===== config.mk =====
export PLATFORM = sky130hd
export DESIGN_NAME = hitbox_scanner
export DESIGN_NICKNAME = d
export VERILOG_FILES = /design/src/rtl/hitbox_pkg.sv /design/src/rtl/rect_contact.sv /design/src/rtl/hitbox_scanner.sv
export SDC_FILE = /design/constraint.sdc
export NUM_CORES = 1
export LEC_CHECK = 0
export ABC_CLOCK_PERIOD_IN_PS = 11600
export BUFFER_PORTS_ARGS = -buffer_cell sky130_fd_sc_hd__buf_4
export CORE_MARGIN = 2
export CORE_UTILIZATION = 57
export CTS_CLUSTER_DIAMETER = 50
export DETAILED_ROUTE_END_ITERATION = 12
export GPL_TIMING_DRIVEN = 0
export PLACE_DENSITY = 0.89
export SKIP_LAST_GASP = 1
export SYNTH_ARGS = -nofsm -noshare
export SYNTH_HDL_FRONTEND = slang
export SYNTH_SLANG_ARGS = --single-unit

===== constraint.sdc =====
create_clock -name Clk -period 11.6 [get_ports Clk]
set_input_delay 0.58 -clock Clk [delete_from_list [all_inputs] [get_ports Clk]]
set_output_delay 0.58 -clock Clk [all_outputs]
set_load 0.05 [all_outputs]

===== src/rtl/hitbox_pkg.sv =====
// Shared definitions for the hitbox scanner and the sprite/projectile logic
// that feeds it, so every block agrees on coordinate width and scan states.
//   COORD_W_DEF  : default coordinate/size width in pixels
//   IFRAMES_DEF  : default invulnerability window in frames after a hit
//   coord_t      : one screen coordinate at the default width
//   scan_state_t : scanner FSM states
package hitbox_pkg;

  localparam int COORD_W_DEF = 10;
  localparam int IFRAMES_DEF = 30;

  typedef logic [COORD_W_DEF-1:0] coord_t;

  typedef enum logic [1:0] {
    IDLE   = 2'd0,
    SCAN   = 2'd1,
    REPORT = 2'd2
  } scan_state_t;

endpackage


===== src/rtl/rect_contact.sv =====
// Combinational point-in-rectangle test for one object point.
//   active  : channel enable; an inactive point never makes contact
//   px, py  : object point
//   tx, ty  : rectangle top-left corner
//   tw, th  : rectangle width / height (0 means the rectangle is empty)
//   contact : point lies inside [tx, tx+tw) x [ty, ty+th)
module rect_contact #(
  parameter int COORD_W = 10
) (
  input  logic               active,
  input  logic [COORD_W-1:0] px,
  input  logic [COORD_W-1:0] py,
  input  logic [COORD_W-1:0] tx,
  input  logic [COORD_W-1:0] ty,
  input  logic [COORD_W-1:0] tw,
  input  logic [COORD_W-1:0] th,
  output logic               contact
);

  // One extra bit on the far edges so a rectangle touching the right or
  // bottom of the coordinate space does not wrap around to small values.
  logic [COORD_W:0] x_end;
  logic [COORD_W:0] y_end;

  assign x_end = {1'b0, tx} + {1'b0, tw};
  assign y_end = {1'b0, ty} + {1'b0, th};

  // A zero width or height makes the lower and upper bounds exclusive of
  // each other, so no separate empty-rectangle test is needed.
  assign contact = active
                && (px >= tx) && ({1'b0, px} < x_end)
                && (py >= ty) && ({1'b0, py} < y_end);

endmodule


===== src/rtl/hitbox_scanner.sv =====
// Frame-synchronous hit detection for one fighter. On each rising edge of
// frame_clk the N_OBJ object points are tested one per cycle against a single
// target rectangle; the result is reported as a one-cycle event, gated by an
// invulnerability window that opens after every registered hit.
//   Clk, Reset     : system clock, synchronous active-high reset
//   frame_clk      : frame tick, synchronous to Clk
//   obj_x, obj_y   : packed object coordinates, channel i at [i*COORD_W +: COORD_W]
//   obj_active     : per-channel enable
//   target_*       : target rectangle, captured when a scan starts
//   contact_mask   : raw contacts of the last completed scan
//   hit_valid      : one-cycle pulse when a scan completes
//   hit_mask       : contacts that count as hits (empty while invulnerable)
//   hit_count      : popcount of hit_mask
//   invuln         : invulnerability window open
//   overrun        : sticky, a frame edge arrived while a scan was busy
module hitbox_scanner
  import hitbox_pkg::*;
#(
  parameter int N_OBJ   = 4,
  parameter int COORD_W = COORD_W_DEF,
  parameter int IFRAMES = IFRAMES_DEF,
  parameter int CNT_W   = $clog2(N_OBJ + 1)
) (
  input  logic                       Clk,
  input  logic                       Reset,
  input  logic                       frame_clk,
  input  logic [N_OBJ*COORD_W-1:0]   obj_x,
  input  logic [N_OBJ*COORD_W-1:0]   obj_y,
  input  logic [N_OBJ-1:0]           obj_active,
  input  logic [COORD_W-1:0]         target_x,
  input  logic [COORD_W-1:0]         target_y,
  input  logic [COORD_W-1:0]         target_w,
  input  logic [COORD_W-1:0]         target_h,
  output logic [N_OBJ-1:0]           contact_mask,
  output logic                       hit_valid,
  output logic [N_OBJ-1:0]           hit_mask,
  output logic [CNT_W-1:0]           hit_count,
  output logic                       invuln,
  output logic                       overrun
);

  localparam int IDX_W = (N_OBJ > 1) ? $clog2(N_OBJ) : 1;
  localparam int IF_W  = (IFRAMES > 0) ? $clog2(IFRAMES + 1) : 1;

  scan_state_t        state_reg, state_next;
  logic [IDX_W-1:0]   idx_reg, idx_next;
  logic [N_OBJ-1:0]   work_mask_reg, work_mask_next;
  logic               fc_q_reg;
  logic               frame_edge;

  logic [COORD_W-1:0] tx_reg, ty_reg, tw_reg, th_reg;

  logic [N_OBJ-1:0]   contact_mask_reg;
  logic [N_OBJ-1:0]   hit_mask_reg;
  logic [CNT_W-1:0]   hit_count_reg;
  logic               hit_valid_reg;
  logic               invuln_reg;
  logic               overrun_reg;
  logic [IF_W-1:0]    iframe_cnt_reg, iframe_cnt_next;

  logic               capture;
  logic               commit;
  logic [N_OBJ-1:0]   hit_mask_calc;
  logic [CNT_W-1:0]   hit_count_calc;

  // Unpack the channel buses so the shared checker can be fed by index.
  logic [COORD_W-1:0] obj_x_arr [N_OBJ];
  logic [COORD_W-1:0] obj_y_arr [N_OBJ];

  generate
    for (genvar gi = 0; gi < N_OBJ; gi++) begin : g_unpack
      assign obj_x_arr[gi] = obj_x[gi*COORD_W +: COORD_W];
      assign obj_y_arr[gi] = obj_y[gi*COORD_W +: COORD_W];
    end
  endgenerate

  logic cur_contact;

  rect_contact #(
    .COORD_W (COORD_W)
  ) u_rect_contact (
    .active  (obj_active[idx_reg]),
    .px      (obj_x_arr[idx_reg]),
    .py      (obj_y_arr[idx_reg]),
    .tx      (tx_reg),
    .ty      (ty_reg),
    .tw      (tw_reg),
    .th      (th_reg),
    .contact (cur_contact)
  );

  assign frame_edge = frame_clk & ~fc_q_reg;

  // Next-state logic. The report registers are loaded on the edge that
  // enters REPORT (commit), so they are already valid during the REPORT
  // cycle alongside the hit_valid pulse.
  always_comb begin
    state_next     = state_reg;
    idx_next       = idx_reg;
    work_mask_next = work_mask_reg;
    capture        = 1'b0;
    commit         = 1'b0;
    case (state_reg)
      IDLE: begin
        if (frame_edge) begin
          state_next     = SCAN;
          idx_next       = '0;
          work_mask_next = '0;
          capture        = 1'b1;
        end
      end
      SCAN: begin
        work_mask_next = work_mask_reg | (N_OBJ'(cur_contact) << idx_reg);
        if (idx_reg == IDX_W'(N_OBJ - 1)) begin
          state_next = REPORT;
          commit     = 1'b1;
        end else begin
          idx_next = idx_reg + IDX_W'(1);
        end
      end
      REPORT: begin
        state_next = IDLE;
      end
      default: begin
        state_next = IDLE;
      end
    endcase
  end

  // Hit gating, popcount and the invulnerability counter.
  always_comb begin
    hit_mask_calc   = (iframe_cnt_reg == '0) ? work_mask_next : '0;
    hit_count_calc  = '0;
    for (int i = 0; i < N_OBJ; i++) begin
      hit_count_calc = hit_count_calc + CNT_W'(hit_mask_calc[i]);
    end

    iframe_cnt_next = iframe_cnt_reg;
    if (commit && (iframe_cnt_reg == '0) && (|work_mask_next) && (IFRAMES > 0)) begin
      iframe_cnt_next = IF_W'(IFRAMES);
    end else if (frame_edge && (iframe_cnt_reg != '0)) begin
      iframe_cnt_next = iframe_cnt_reg - IF_W'(1);
    end
  end

  always_ff @(posedge Clk) begin
    if (Reset) begin
      state_reg        <= IDLE;
      idx_reg          <= '0;
      work_mask_reg    <= '0;
      fc_q_reg         <= 1'b0;
      tx_reg           <= '0;
      ty_reg           <= '0;
      tw_reg           <= '0;
      th_reg           <= '0;
      contact_mask_reg <= '0;
      hit_mask_reg     <= '0;
      hit_count_reg    <= '0;
      hit_valid_reg    <= 1'b0;
      invuln_reg       <= 1'b0;
      overrun_reg      <= 1'b0;
      iframe_cnt_reg   <= '0;
    end else begin
      state_reg      <= state_next;
      idx_reg        <= idx_next;
      work_mask_reg  <= work_mask_next;
      fc_q_reg       <= frame_clk;
      hit_valid_reg  <= commit;
      iframe_cnt_reg <= iframe_cnt_next;
      invuln_reg     <= (iframe_cnt_next != '0);
      if (capture) begin
        tx_reg <= target_x;
        ty_reg <= target_y;
        tw_reg <= target_w;
        th_reg <= target_h;
      end
      if (commit) begin
        contact_mask_reg <= work_mask_next;
        hit_mask_reg     <= hit_mask_calc;
        hit_count_reg    <= hit_count_calc;
      end
      // Edges during a busy scan are dropped, only flagged.
      if (frame_edge && (state_reg != IDLE)) begin
        overrun_reg <= 1'b1;
      end
    end
  end

  assign contact_mask = contact_mask_reg;
  assign hit_valid    = hit_valid_reg;
  assign hit_mask     = hit_mask_reg;
  assign hit_count    = hit_count_reg;
  assign invuln       = invuln_reg;
  assign overrun      = overrun_reg;

endmodule

==> summary.md <==
| Metric | Value |
|---|---|
| Hold Path Class | `in2reg` |
| Pwr dens | `104 nW/um^2` |
| Crit-path cells | `ha_1 > a21o_1 > a21oi_1 > o21bai_1 > a2111oi_0 > o31ai_1 > a21oi_1 > xnor2_1 > ha_1 > nor2b_1 > a2111oi_0 > a31oi_1 > a211oi_2 > buf_6 > a32oi_2 > nor2_1 > fa_1 > ha_1 > ha_1 > nand2_1 > a21oi_1` |
| GRT busiest layer | `met2` |
| Yosys top cell by area | `dfxtp_1` |
| Worst-path maximum fanout | `10` |
| Hold Vio Cnt, Final | `0` |
| Nets | `908` |
| First-pass GRT wire length | `approximately 24000 um` |
| Worst stage delay on the critical path | `0.66 ns` |
| Rel. slew slack | `0.336` |
| CP max stage cell | `a2111oi_0` |
| Synth async-reset ratio | `0` |
| Run status | `completed` |
| Setup violators final | `0` |
| Port bufs | `139` |
| Vias in the first global route | `about 5200` |
| Num CTS Buffers | `9` |
| Via count | `4938` |
| Drt wl/cell | `17.7 um` |
| Syn Nets | `758` |
| Fillers | `621` |
| Final slew viol count | `0` |
| Critical path startpoint category | `register` |
| WS Path Type | `reg2reg` |
| Critical path arrival | `5.83 ns` |
| Die Width | `96.6 um` |
| Slew @ Worst Pin | `0.997 ns` |
| #FFs+latches synth | `68` |
| Antenna diodes | `0` |
| Die Y | `96.6 um` |
| Post-Synthesis Cells | `566` |
| Met2 Track Usage GR | `0.558` |
| Placer congestion estimate | `0.896` |
| Unrepaired setup endpoints after global routing | `no` |
| Max Cap Violations | `0` |
| Period utilization | `0.484` |
| Final Critical Period | `5.61 ns` |
| Setup TNS Final | `0 ns` |
| Met1 usage | `0.341` |
| Row Count | `33` |
| CP delay by family, top | `compound AO/OA/AOI/OAI gates` |
| CTS sink count | `68` |
| Sequential area share after synthesis | `0.278` |
| Die area | `just over 9000 sq um` |
| Post-CTS Setup Inserts | `0` |
| CTS tree | `done` |
| WP data required | `11.82 ns` |
| Core area | `8260 sq um` |
| Cell mode on critical path | `ha_1` |
| Fraction of layout cells with a size suffix above 1 | `0.265` |
| Routing usage on met3 | `0.0658` |
| EDFF count, synth | `0` |
| Largest net degree at the start of global routing | `13` |
| Mapped Area | `approximately 4900 sq um` |
| Vias/cell | `5.99` |
| Commonest cells post-synth | `104 x nand2_1, 70 x a21oi_1, 68 x dfxtp_1` |
| Area occupied by multi-input gates | `3250 sq um` |
| Hold Buf Count CTS | `0` |
| Yosys top cell area share | `0.278` |
| Worst Setup End Kind | `register` |
| GRT Residual Overflow | `0` |
| Most numerous cell in the Yosys netlist | `nand2_1` |
| Unique cell type count in the Yosys netlist | `between 50 and 60` |
| Synth-to-Final Area Change | `28.4%` |
| Io pins | `141` |
| Design Area, Final | `6280 sq um` |
| Clock transition at path regs | `about 0.080 ns` |
| First DRT Iteration DRCs | `245` |
| Post-DRT Antenna Nets | `0` |
| DR pass1 iterations | `7` |
| Dpl hpwl | `11500 um` |
| Leak | `about 2.7 nW` |
| Initial antenna violation count | `0` |
| Worst VDD drop | `0.0000789 V` |
| H-tree depth | `3` |
| Skew-Pair Late Insertion Delay | `between 0.3 and 0.4 ns` |
| Initial Util | `0.592` |
| Highest Clock Rate | `between 0.15 and 0.2 GHz` |
| Average size of a mapped cell | `about 8.6 sq um` |
| Crit path buffers/inverters | `1` |
| CTS resizes | `0` |
| DP Area | `6060 sq um` |
| Ys flop type | `dfxtp_1` |
| DRC violations left | `0` |
| Combined flip-flop and latch cell area | `1360 sq um` |
| Clk_skew | `0.00447 ns` |
| CTS root buffer | `clkbuf_8` |
| Synth warnings | `0` |
| Top cells by area, synth | `dfxtp_1 28%, ha_1 16%, mux4_2 8.3%` |
| Total power | `0.652 mW` |
| Clk buf depth | `2` |
| Post-Route WL | `14600 um` |
| GRT Overall Usage | `0.307` |
layout make-up:
class,instances,area share
Buffer,29,0.0223
Clock buffer,9,0.0197
Clock inverter,6,0.0142
Inverter,36,0.0215
Multi-Input combinational cell,433,0.518
Sequential cell,68,0.217
Tap cell,105,0.0209
Timing Repair Buffer,139,0.166
where the power goes:
group	internal [mW]	switching [mW]	total [mW]
combinational	0.0897	0.0935	0.183
sequential	0.243	0.00819	0.251
clock	0.120	0.0980	0.218
total	0.453	0.200	0.652
path summary, 6_finish.rpt:
path,slack (ns),to,startpoint,depth (start not counted)
setup reg to reg,5.99,hit_count[1],th_reg[1],21
hold / removal,0.45,fc_q_reg,frame_clk,2
hold reg to reg,0.46,hit_count[2],hit_count[2],2
setup / recovery,5.99,hit_count[1],th_reg[1],21
per-stage QoR:
step | worst slack [ns] | utilization | instances | hold slack, ns
final | 5.99 | 0.760 | 825 | 0.446
after global routing | 5.49 | 0.760 | 825 | 0.478
after CTS | 6.07 | 0.760 | 825 | 0.457
after detailed placement | 6.11 | 0.734 | 810 | 0.450
after global placement | 6.43 | 0.734 | 810 | 0.445
after floorplan | 6.91 | - | 566 | 0.440
per-layer routing:
layer | wire [um] | up-vias
met5 | 0 | -
met4 | 618 | 0
met3 | 1020 | 60
met2 | 7510 | 239
met1 | 5470 | 2313
li1 | - | 2326
logic make-up after synthesis:
family / count (synthesis) / synth area share
compound gates: 145 / 0.194
mux: 22 / 0.101
xor+xnor: 18 / 0.0322
simple gates: 183 / 0.167
flops: 68 / 0.278
buf+inv: 65 / 0.0563
fa+ha+maj: 65 / 0.171
placed cells by master (no fill, tap or decap), types with 4 or more instances in the layout:
cell       netlist  layout
ha_1            62      62
xor2_1           6       6
nand2b_1         8       8
clkbuf_8         0       9
a221oi_2         4       4
nand2_1        104     104
nand4_1          4       4
a22oi_1          4       4
buf_4            1     140
clkbuf_1        20      20
a2111oi_0        4       4
nor2_1          35      35
xnor2_1         12      12
a31oi_1          5       5
a21oi_1         70      70
a211oi_1        10      10
dfxtp_1         68      68
nor2b_1          8       8
mux4_2          18      18
o21ai_0         14      14
nor3_1           4       4
a21o_1          11      11
inv_1           36      36
nand3_1          5       5
Power figures use the tool's default switching activity.
